==> config.mk <==
export PLATFORM = sky130hd
export DESIGN_NAME = mem_burst_master
export DESIGN_NICKNAME = d
export VERILOG_FILES = /design/src/rtl/mem_if_pkg.sv /design/src/rtl/rd_out_slot.sv /design/src/rtl/mem_burst_master.sv
export SDC_FILE = /design/constraint.sdc
export NUM_CORES = 1
export LEC_CHECK = 0
export ABC_AREA = 1
export CORE_ASPECT_RATIO = 0.9
export CORE_MARGIN = 2
export CORE_UTILIZATION = 29
export CTS_BUF_LIST = sky130_fd_sc_hd__clkbuf_8
export CTS_CLUSTER_SIZE = 24
export DETAILED_ROUTE_END_ITERATION = 12
export PLACE_DENSITY = 0.61
export SYNTH_ARGS = -nofsm -noshare
export SYNTH_HDL_FRONTEND = slang
export SYNTH_SLANG_ARGS = --single-unit
==> constraint.sdc <==
create_clock -name clk -period 1.75 [get_ports clk]
set_input_delay 0.175 -clock clk [delete_from_list [all_inputs] [get_ports clk]]
set_output_delay 0.175 -clock clk [all_outputs]
set_load 0.02 [all_outputs]
==> src/rtl/mem_if_pkg.sv <==
// Shared types and sizes for the buffer-memory burst master.
// The buffer is 2K x 16, single port, with one busy cycle after every access.
package mem_if_pkg;

    localparam int unsigned ADDR_W = 11;
    localparam int unsigned DATA_W = 16;

    typedef enum logic [2:0] {
        StIdle,
        StWrIssue,
        StWrGap,
        StRdIssue,
        StRdWait,
        StRdDrain
    } mbm_state_t;

    typedef struct packed {
        logic              write;
        logic [ADDR_W-1:0] addr;
        logic [ADDR_W-1:0] len;
    } burst_cmd_t;

endpackage

==> src/rtl/rd_out_slot.sv <==
// Single-entry valid/ready holding register for returned read beats.
// Data and last flag are frozen while the entry waits to be consumed.
module rd_out_slot
    import mem_if_pkg::*;
(
    input  logic              clk,
    input  logic              reset_n,
    input  logic              load,
    input  logic [DATA_W-1:0] load_data,
    input  logic              load_last,
    input  logic              ready,
    output logic              valid,
    output logic [DATA_W-1:0] data,
    output logic              last
);

    logic              valid_q;
    logic [DATA_W-1:0] data_q;
    logic              last_q;

    always_ff @(posedge clk or negedge reset_n) begin
        if (!reset_n) begin
            valid_q <= 1'b0;
            data_q  <= '0;
            last_q  <= 1'b0;
        end else if (load) begin
            valid_q <= 1'b1;
            data_q  <= load_data;
            last_q  <= load_last;
        end else if (valid_q && ready) begin
            valid_q <= 1'b0;
        end
    end

    assign valid = valid_q;
    assign data  = data_q;
    assign last  = last_q;

endmodule

==> src/rtl/mem_burst_master.sv <==
// Burst initiator for the 2K x 16 buffer: turns burst commands into paced single-word
// accesses, feeding writes from a valid/ready stream and returning reads on another.
module mem_burst_master
    import mem_if_pkg::*;
(
    input  logic              clk,
    input  logic              reset_n,
    input  logic              cmd_valid,
    output logic              cmd_ready,
    input  logic              cmd_write,
    input  logic [ADDR_W-1:0] cmd_addr,
    input  logic [ADDR_W-1:0] cmd_len,
    input  logic              wdata_valid,
    output logic              wdata_ready,
    input  logic [DATA_W-1:0] wdata,
    output logic              rdata_valid,
    input  logic              rdata_ready,
    output logic [DATA_W-1:0] rdata,
    output logic              rdata_last,
    output logic              mem_wr_en,
    output logic              mem_rd_en,
    output logic [ADDR_W-1:0] mem_addr,
    output logic [DATA_W-1:0] mem_wdata,
    input  logic [DATA_W-1:0] mem_rdata,
    input  logic              mem_output_ready,
    output logic              busy,
    output logic              done,
    output logic              err
);

    mbm_state_t        state_q, state_d;
    logic [ADDR_W-1:0] addr_q, addr_d;
    logic [ADDR_W-1:0] rem_q, rem_d;
    logic              err_q, err_d;
    logic              done_q, done_d;
    logic              cmd_ready_q, wdata_ready_q, busy_q;

    logic              slot_load;
    logic [DATA_W-1:0] slot_data;
    logic              slot_last;
    burst_cmd_t        cmd;

    assign cmd = '{write: cmd_write, addr: cmd_addr, len: cmd_len};

    always_comb begin
        state_d   = state_q;
        addr_d    = addr_q;
        rem_d     = rem_q;
        err_d     = err_q;
        done_d    = 1'b0;
        slot_load = 1'b0;
        slot_data = '0;
        slot_last = 1'b0;
        mem_wr_en = 1'b0;
        mem_rd_en = 1'b0;

        unique case (state_q)
            StIdle: begin
                if (cmd_valid && cmd_ready_q) begin
                    addr_d  = cmd.addr;
                    rem_d   = cmd.len;
                    err_d   = 1'b0;
                    state_d = cmd.write ? StWrIssue : StRdIssue;
                end
            end
            StWrIssue: begin
                if (wdata_valid) begin
                    mem_wr_en = 1'b1;
                    state_d   = StWrGap;
                    // Registered done lands in the gap cycle after the final write.
                    done_d    = (rem_q == '0);
                end
            end
            StWrGap: begin
                if (rem_q == '0) begin
                    state_d = StIdle;
                end else begin
                    addr_d  = addr_q + ADDR_W'(1);
                    rem_d   = rem_q - ADDR_W'(1);
                    state_d = StWrIssue;
                end
            end
            StRdIssue: begin
                // Only read when the beat has somewhere to land next cycle.
                if (!rdata_valid || rdata_ready) begin
                    mem_rd_en = 1'b1;
                    state_d   = StRdWait;
                end
            end
            StRdWait: begin
                slot_load = 1'b1;
                slot_last = (rem_q == '0);
                if (mem_output_ready) begin
                    slot_data = mem_rdata;
                end else begin
                    err_d = 1'b1;
                end
                if (rem_q == '0) begin
                    state_d = StRdDrain;
                end else begin
                    addr_d  = addr_q + ADDR_W'(1);
                    rem_d   = rem_q - ADDR_W'(1);
                    state_d = StRdIssue;
                end
            end
            StRdDrain: begin
                if (rdata_valid && rdata_ready) begin
                    done_d  = 1'b1;
                    state_d = StIdle;
                end
            end
            default: state_d = StIdle;
        endcase
    end

    always_ff @(posedge clk or negedge reset_n) begin
        if (!reset_n) begin
            state_q       <= StIdle;
            addr_q        <= '0;
            rem_q         <= '0;
            err_q         <= 1'b0;
            done_q        <= 1'b0;
            cmd_ready_q   <= 1'b0;
            wdata_ready_q <= 1'b0;
            busy_q        <= 1'b0;
        end else begin
            state_q       <= state_d;
            addr_q        <= addr_d;
            rem_q         <= rem_d;
            err_q         <= err_d;
            done_q        <= done_d;
            cmd_ready_q   <= (state_d == StIdle);
            wdata_ready_q <= (state_d == StWrIssue);
            busy_q        <= (state_d != StIdle);
        end
    end

    rd_out_slot u_rd_out_slot (
        .clk       (clk),
        .reset_n   (reset_n),
        .load      (slot_load),
        .load_data (slot_data),
        .load_last (slot_last),
        .ready     (rdata_ready),
        .valid     (rdata_valid),
        .data      (rdata),
        .last      (rdata_last)
    );

    assign mem_addr    = (mem_wr_en || mem_rd_en) ? addr_q : '0;
    assign mem_wdata   = mem_wr_en ? wdata : '0;
    assign cmd_ready   = cmd_ready_q;
    assign wdata_ready = wdata_ready_q;
    assign busy        = busy_q;
    assign done        = done_q;
    assign err         = err_q;

endmodule

# Word-level counts from Yosys, hierarchy flattened
# Index checks and enable logic that the tools add are counted.
[word_totals] reg_bits=48 in_bits=61 output_inout_bits=52 word_cells=69
[classes] n_addsub=2 eq_ne=9 n_mux=32 n_reduce_logical=15
[ops] operator="11-bit two-way mux" count=5
[ops] operator="16-bit two-way mux" count=3
[ops] operator="11-bit one-hot mux with 2 select lines" count=2
[ops] operator="3-bit one-hot mux with 6 select lines" count=1
[ops] operator="3-bit two-way mux" count=5
[ops] operator="1-bit two-way mux" count=13
[ops] operator="11-bit by 1-bit adder with 11-bit output (second input constant)" count=1
[ops] operator="11-bit zero test" count=1
[ops] operator="11-bit by 1-bit subtractor with 11-bit output (second input constant)" count=1
[ops] operator="3-bit by 1-bit equality test with 1-bit output (second input constant)" count=2
[ops] operator="3-bit by 2-bit equality test with 1-bit output (second input constant)" count=2
[ops] operator="3-bit equality test (second input constant)" count=2
[ops] operator="3-bit zero test" count=2
[ops] operator="2-bit != test (second input constant)" count=3
[ops] operator="3-bit AND reduction" count=2
[ops] operator="2-bit nonzero test" count=3
[ops] operator="1-bit one-hot mux with 2 select lines" count=2
[ops] operator="3-bit nonzero test" count=1
[ops] operator="1-bit logical AND" count=2
[ops] operator="1-bit logical OR" count=2
[ops] operator="2-bit two-way mux" count=1
[ops] operator="2-bit OR reduction" count=1
[ops] operator="1-bit zero test" count=1

# Longest topological paths before layout
[logic_depth] word_depth=6 mapped_depth=10 depth_no_buf=10

# By module
# A second synthesis with hierarchy kept.
[hier_totals] hier_cells=480 hier_area_um2=3096.7
[by_module_without_submodules] module="mem_burst_master" instances=1 cells_per_inst=404 area_per_inst_um2=2384.8 seq_area_each_um2=750.7
[by_module_without_submodules] module="rd_out_slot" instances=1 cells_per_inst=76 area_per_inst_um2=711.9 seq_area_each_um2=450.4

# Worst setup path after synthesis
# Ideal clock, no wire load.
[synth_path] path_kind="register -> output" startpoint="reg u_rd_out_slot.valid_q (netlist: u_rd_out_slot.valid)" endpoint="out mem_addr[0]" arrival_time_ns=1.738 required_time_ns=1.575 path_slack_ns=-0.163 path_stages_with_launch=7 n_path_buf=1 cell_sequence="dfrtp_1 -> inv_1 -> nor2_1 -> nor3_1 -> nor2_1 -> buf_2 -> nor2_1"
[synth_between] elab_chain_len=6
[synth_rtl] item="from (decl)" line="rd_out_slot.sv:17" source="logic valid_q;"
[synth_rtl] item="from (signal assigned)" line="rd_out_slot.sv:23" source="valid_q <= 1'b0;"
[synth_rtl] item="from (signal assigned)" line="rd_out_slot.sv:27" source="valid_q <= 1'b1;"
[synth_rtl] item="from (signal assigned)" line="rd_out_slot.sv:31" source="valid_q <= 1'b0;"
[synth_rtl] item="1-bit zero test" line="mem_burst_master.sv:85" source="if (!rdata_valid || rdata_ready) begin"
[synth_rtl] item="1-bit logical OR" line="mem_burst_master.sv:85"
[synth_rtl] item="1-bit two-way mux" line="mem_burst_master.sv:85"
[synth_rtl] item="1-bit two-way mux" line="mem_burst_master.sv:57" source="unique case (state_q)"
[synth_rtl] item="via mem_rd_en" line="mem_burst_master.sv:21" source="output logic mem_rd_en,"
[synth_rtl] item="1-bit logical OR" line="mem_burst_master.sv:150" source="assign mem_addr = (mem_wr_en || mem_rd_en) ? addr_q : '0;"
[synth_rtl] item="11-bit two-way mux" line="mem_burst_master.sv:150"
[synth_rtl] item="to (decl)" line="mem_burst_master.sv:22" source="output logic [ADDR_W-1:0] mem_addr,"
# The timed path passes the listed nets, and every way through them passes these cells.

# Worst setup path in the final report
[layout_path] startpoint="reg state_q[2]" endpoint="out mem_addr[2]"
[layout_between] elab_chain_len=4 elab_cells_between_ends=6 classes_between="eq/ne: 2; mux: 3; reduce/logical: 1"
[layout_rtl] item="from (decl)" line="mem_burst_master.sv:31" source="mbm_state_t state_q, state_d;"
[layout_rtl] item="from (signal assigned)" line="mem_burst_master.sv:118" source="state_q <= StIdle;"
[layout_rtl] item="from (signal assigned)" line="mem_burst_master.sv:127" source="state_q <= state_d;"
[layout_rtl] item="3-bit by 1-bit equality test with 1-bit output or 3-bit by 2-bit equality test with 1-bit output (tied branches)" line="mem_burst_master.sv:57"
[layout_rtl] item="1-bit two-way mux" line="mem_burst_master.sv:57"
[layout_rtl] item="1-bit logical OR *" line="mem_burst_master.sv:150"
[layout_rtl] item="11-bit two-way mux *" line="mem_burst_master.sv:150"
# Mark *: on every way between the ends. The rest lies on a longest branch, timed or not.

==> metrics <==
Layout Utilization=44.4%; WP data required=1.57 ns; Post-DRT Antenna Nets=0; post-route cell area=4340 um2; gate count after technology mapping=454; Register Area=1200 um2; Reg clk slew, reported paths=0.10 ns; antenna violations before repair=0; Avg Cell Area, Syn=6.47 um2; placed cell areas=4330 um2; Iter 0 DRT Violations=89; Slew HR=60.4%; Via density=4.40; H-tree depth=2; drt drc=0; IO Port Bufs=112; CP Capture Type=output port; CP peak stage delay=0.40 ns; vias in the first global route=3023; Final Slew Violations=0; Multi-input gate area=1500 um2; CTS buffer count=5; final setup vio count=0; filler instances=1060; cell count of the worst reg-to-reg path=10; Mapped Area=2940 um2; Setup crit start kind=register; layout cells sized above 1=13.4%; critical setup path kind=reg -> out; final non-filler cell total=710; CTS tree=done; starting density of the core=30.0%; Worst Path Buf+Inv=2; Worst-Margin Slew=0.592 ns; WP data arrival=1.46 ns; number of cells on the critical path=5; largest net degree at the start of global routing=36; die area=11000 um2; first-pass GRT wire length=14.0 mm; register-to-register setup slack=0.17 ns; Hold Crit Class=in -> async; Final Cycle Share=93.6%; Placed Instances=701; CTS max path bufs=2; latest clock arrival within the worst-skew pair=0.30 ns; max-cap violations=0; status=finished, final reports clean; TritonRoute pass-1 iters=6; routability cong.=0.838; crit-path cells=buf_4 > nor3_4 > nor2_4 > nor2_1 > buf_2; RSZ-0062 raised after global routing=no; post-synthesis net count=517; post-CTS setup buffer count=0; crit path time final=1.64 ns; post-DP HPWL=6.34 mm; Root Driver=clkbuf_8; diode count=0; gr usage total=15.8%; die height=99.5 um; FP Rows=34; most common cell after layout, fill and taps aside=nand2_1; Ports=113; unique cell type count in the Yosys netlist=23; core box area=9780 um2; nets=646; Yosys reg bits=48; CP delay by family, top=simple AND/OR/NAND/NOR gates; grt ovf=0; total chip power=7.15 mW; fmax=611 MHz; CP Max Fanout=11; Worst Skew=0.00980 ns; layout overhead on the synthesized area=47.8%; Leak=2.30 nW; PwrDens=1650 nW/um2; WL per Instance=11.7 um; critical path's slowest cell=dfrtp_1; Max IR drop VDD=0.712 mV; DRT Wirelength=8.34 mm; Hold Fails Final Rpt=0; DR vias=3127; die width=110 um; commonest cells after routing, fill and taps aside=184 x nand2_1, 82 x clkdlybuf4s50_1, 61 x nor2_1, 53 x inv_1, 48 x dfrtp_1; clk sinks=48; Synthesis Warnings=0; register area share after synthesis=40.9%
[flip-flops by register name, indices dropped and copies added, names as in the netlist, 3 cells and up]
name,cells
rem_q,11
addr_q,11
u_rd_out_slot.data,16
state_q,3
[path summary, 6_finish.rpt]
check / startpoint / endpoint
max in group asynchronous: reset_n / addr_q[9]
worst min register to register: u_rd_out_slot.data[8] / u_rd_out_slot.data[8]
worst max register to register: state_q[0] / addr_q[0]
min in group clk: mem_rdata[0] / u_rd_out_slot.data[0]
worst max-delay path: state_q[2] / mem_addr[2]
worst min-delay path: reset_n / rem_q[3]
[cells in the mapped netlist]
library cell / n / area [um2]
dfrtp_1: 48 / 1200
nand4_2: 1 / 12.5
o21ai_0: 33 / 165
inv_1: 54 / 203
buf_6: 2 / 22.5
nand3b_1: 1 / 7.51
ha_1: 2 / 25.0
buf_2: 7 / 35.0
nand2_4: 2 / 22.5
clkbuf_1: 6 / 22.5
o21bai_1: 2 / 15.0
nor2_8: 1 / 20.0
or2_2: 1 / 6.26
nand2_1: 184 / 691
nand3_1: 31 / 155
nor3_1: 2 / 10.0
nand2_2: 1 / 6.26
nand4_1: 4 / 25.0
nor2_4: 1 / 11.3
inv_2: 1 / 3.75
nor2_1: 65 / 244
nand3_2: 2 / 20.0
a21oi_1: 3 / 15.0
[cell type report]
| type | count | share of cell area (%) |
|---|---|---|
| well taps | 126 | 3.63 |
| clock inverters | 2 | 0.346 |
| flip-flops and latches | 48 | 27.6 |
| clock buffers | 6 | 1.90 |
| multi-input cells | 336 | 34.5 |
| repair buffers | 137 | 27.2 |
| inverters | 55 | 4.75 |
[power breakdown]
| group | internal [mW] | switching (mW) |
|---|---|---|
| registers | 1.61 | 0.418 |
| logic | 1.75 | 2.66 |
| clock network | 0.321 | 0.386 |
[metrics by stage]
| step | hold WS [ns] | setup TNS (ns) | setup slack [ns] |
|---|---|---|---|
| 2_1_floorplan | -0.121 | 0 | 0.0518 |
| 3_3_place_gp | 0.153 | -8.57 | -0.591 |
| 3_5_place_dp | 0.159 | -8.94 | -0.640 |
| 4_1_cts | 0.369 | 0 | 0.00173 |
| 5_1_grt | 0.396 | 0 | 0.00908 |
| 6_report | 0.350 | 0 | 0.113 |
[kinds of logic (layout without fill, tap and decap cells)]
family                     count (synthesis)  after routing  synth area share [%]
and+or+nand+nor                          296            296                  41.9
buffers and inverters                     70            200                  9.75
adders and majority gates                  2              2                 0.851
AOI/OAI and AO/OA                         38             38                  6.64
DFF                                       48             48                  40.9
[metal layers]
metal | GRT usage [%] | part of all wire [%] | vias to the layer above
li1 | - | - | 1646
met5 | 0 | 0 | -
met3 | 5.31 | 8.9 | 4
met4 | 2.40 | 0.61 | 0
met1 | 20.7 | 45 | 1397
met2 | 25.7 | 45 | 80
[timing repair]
item                       in CTS  in global routing
pin swaps                       0                  1
hold endpoints to repair       17                  0
setup endpoints to repair      29                 50
hold buffers                    1                  0
gates resized for setup        59                 49
[worst register-to-register path: stages, from the launching register on]
cell	delay [ns]
dfrtp_1	0.42
buf_4	0.17
nor2_4	0.15
nand2_4	0.08
nand2_4	0.14
inv_1	0.07
buf_4	0.20
nand2_1	0.07
o21ai_0	0.07
nand2_1	0.07
nand2_1	0.05
Note: power is estimated with default switching activity, not from simulation.
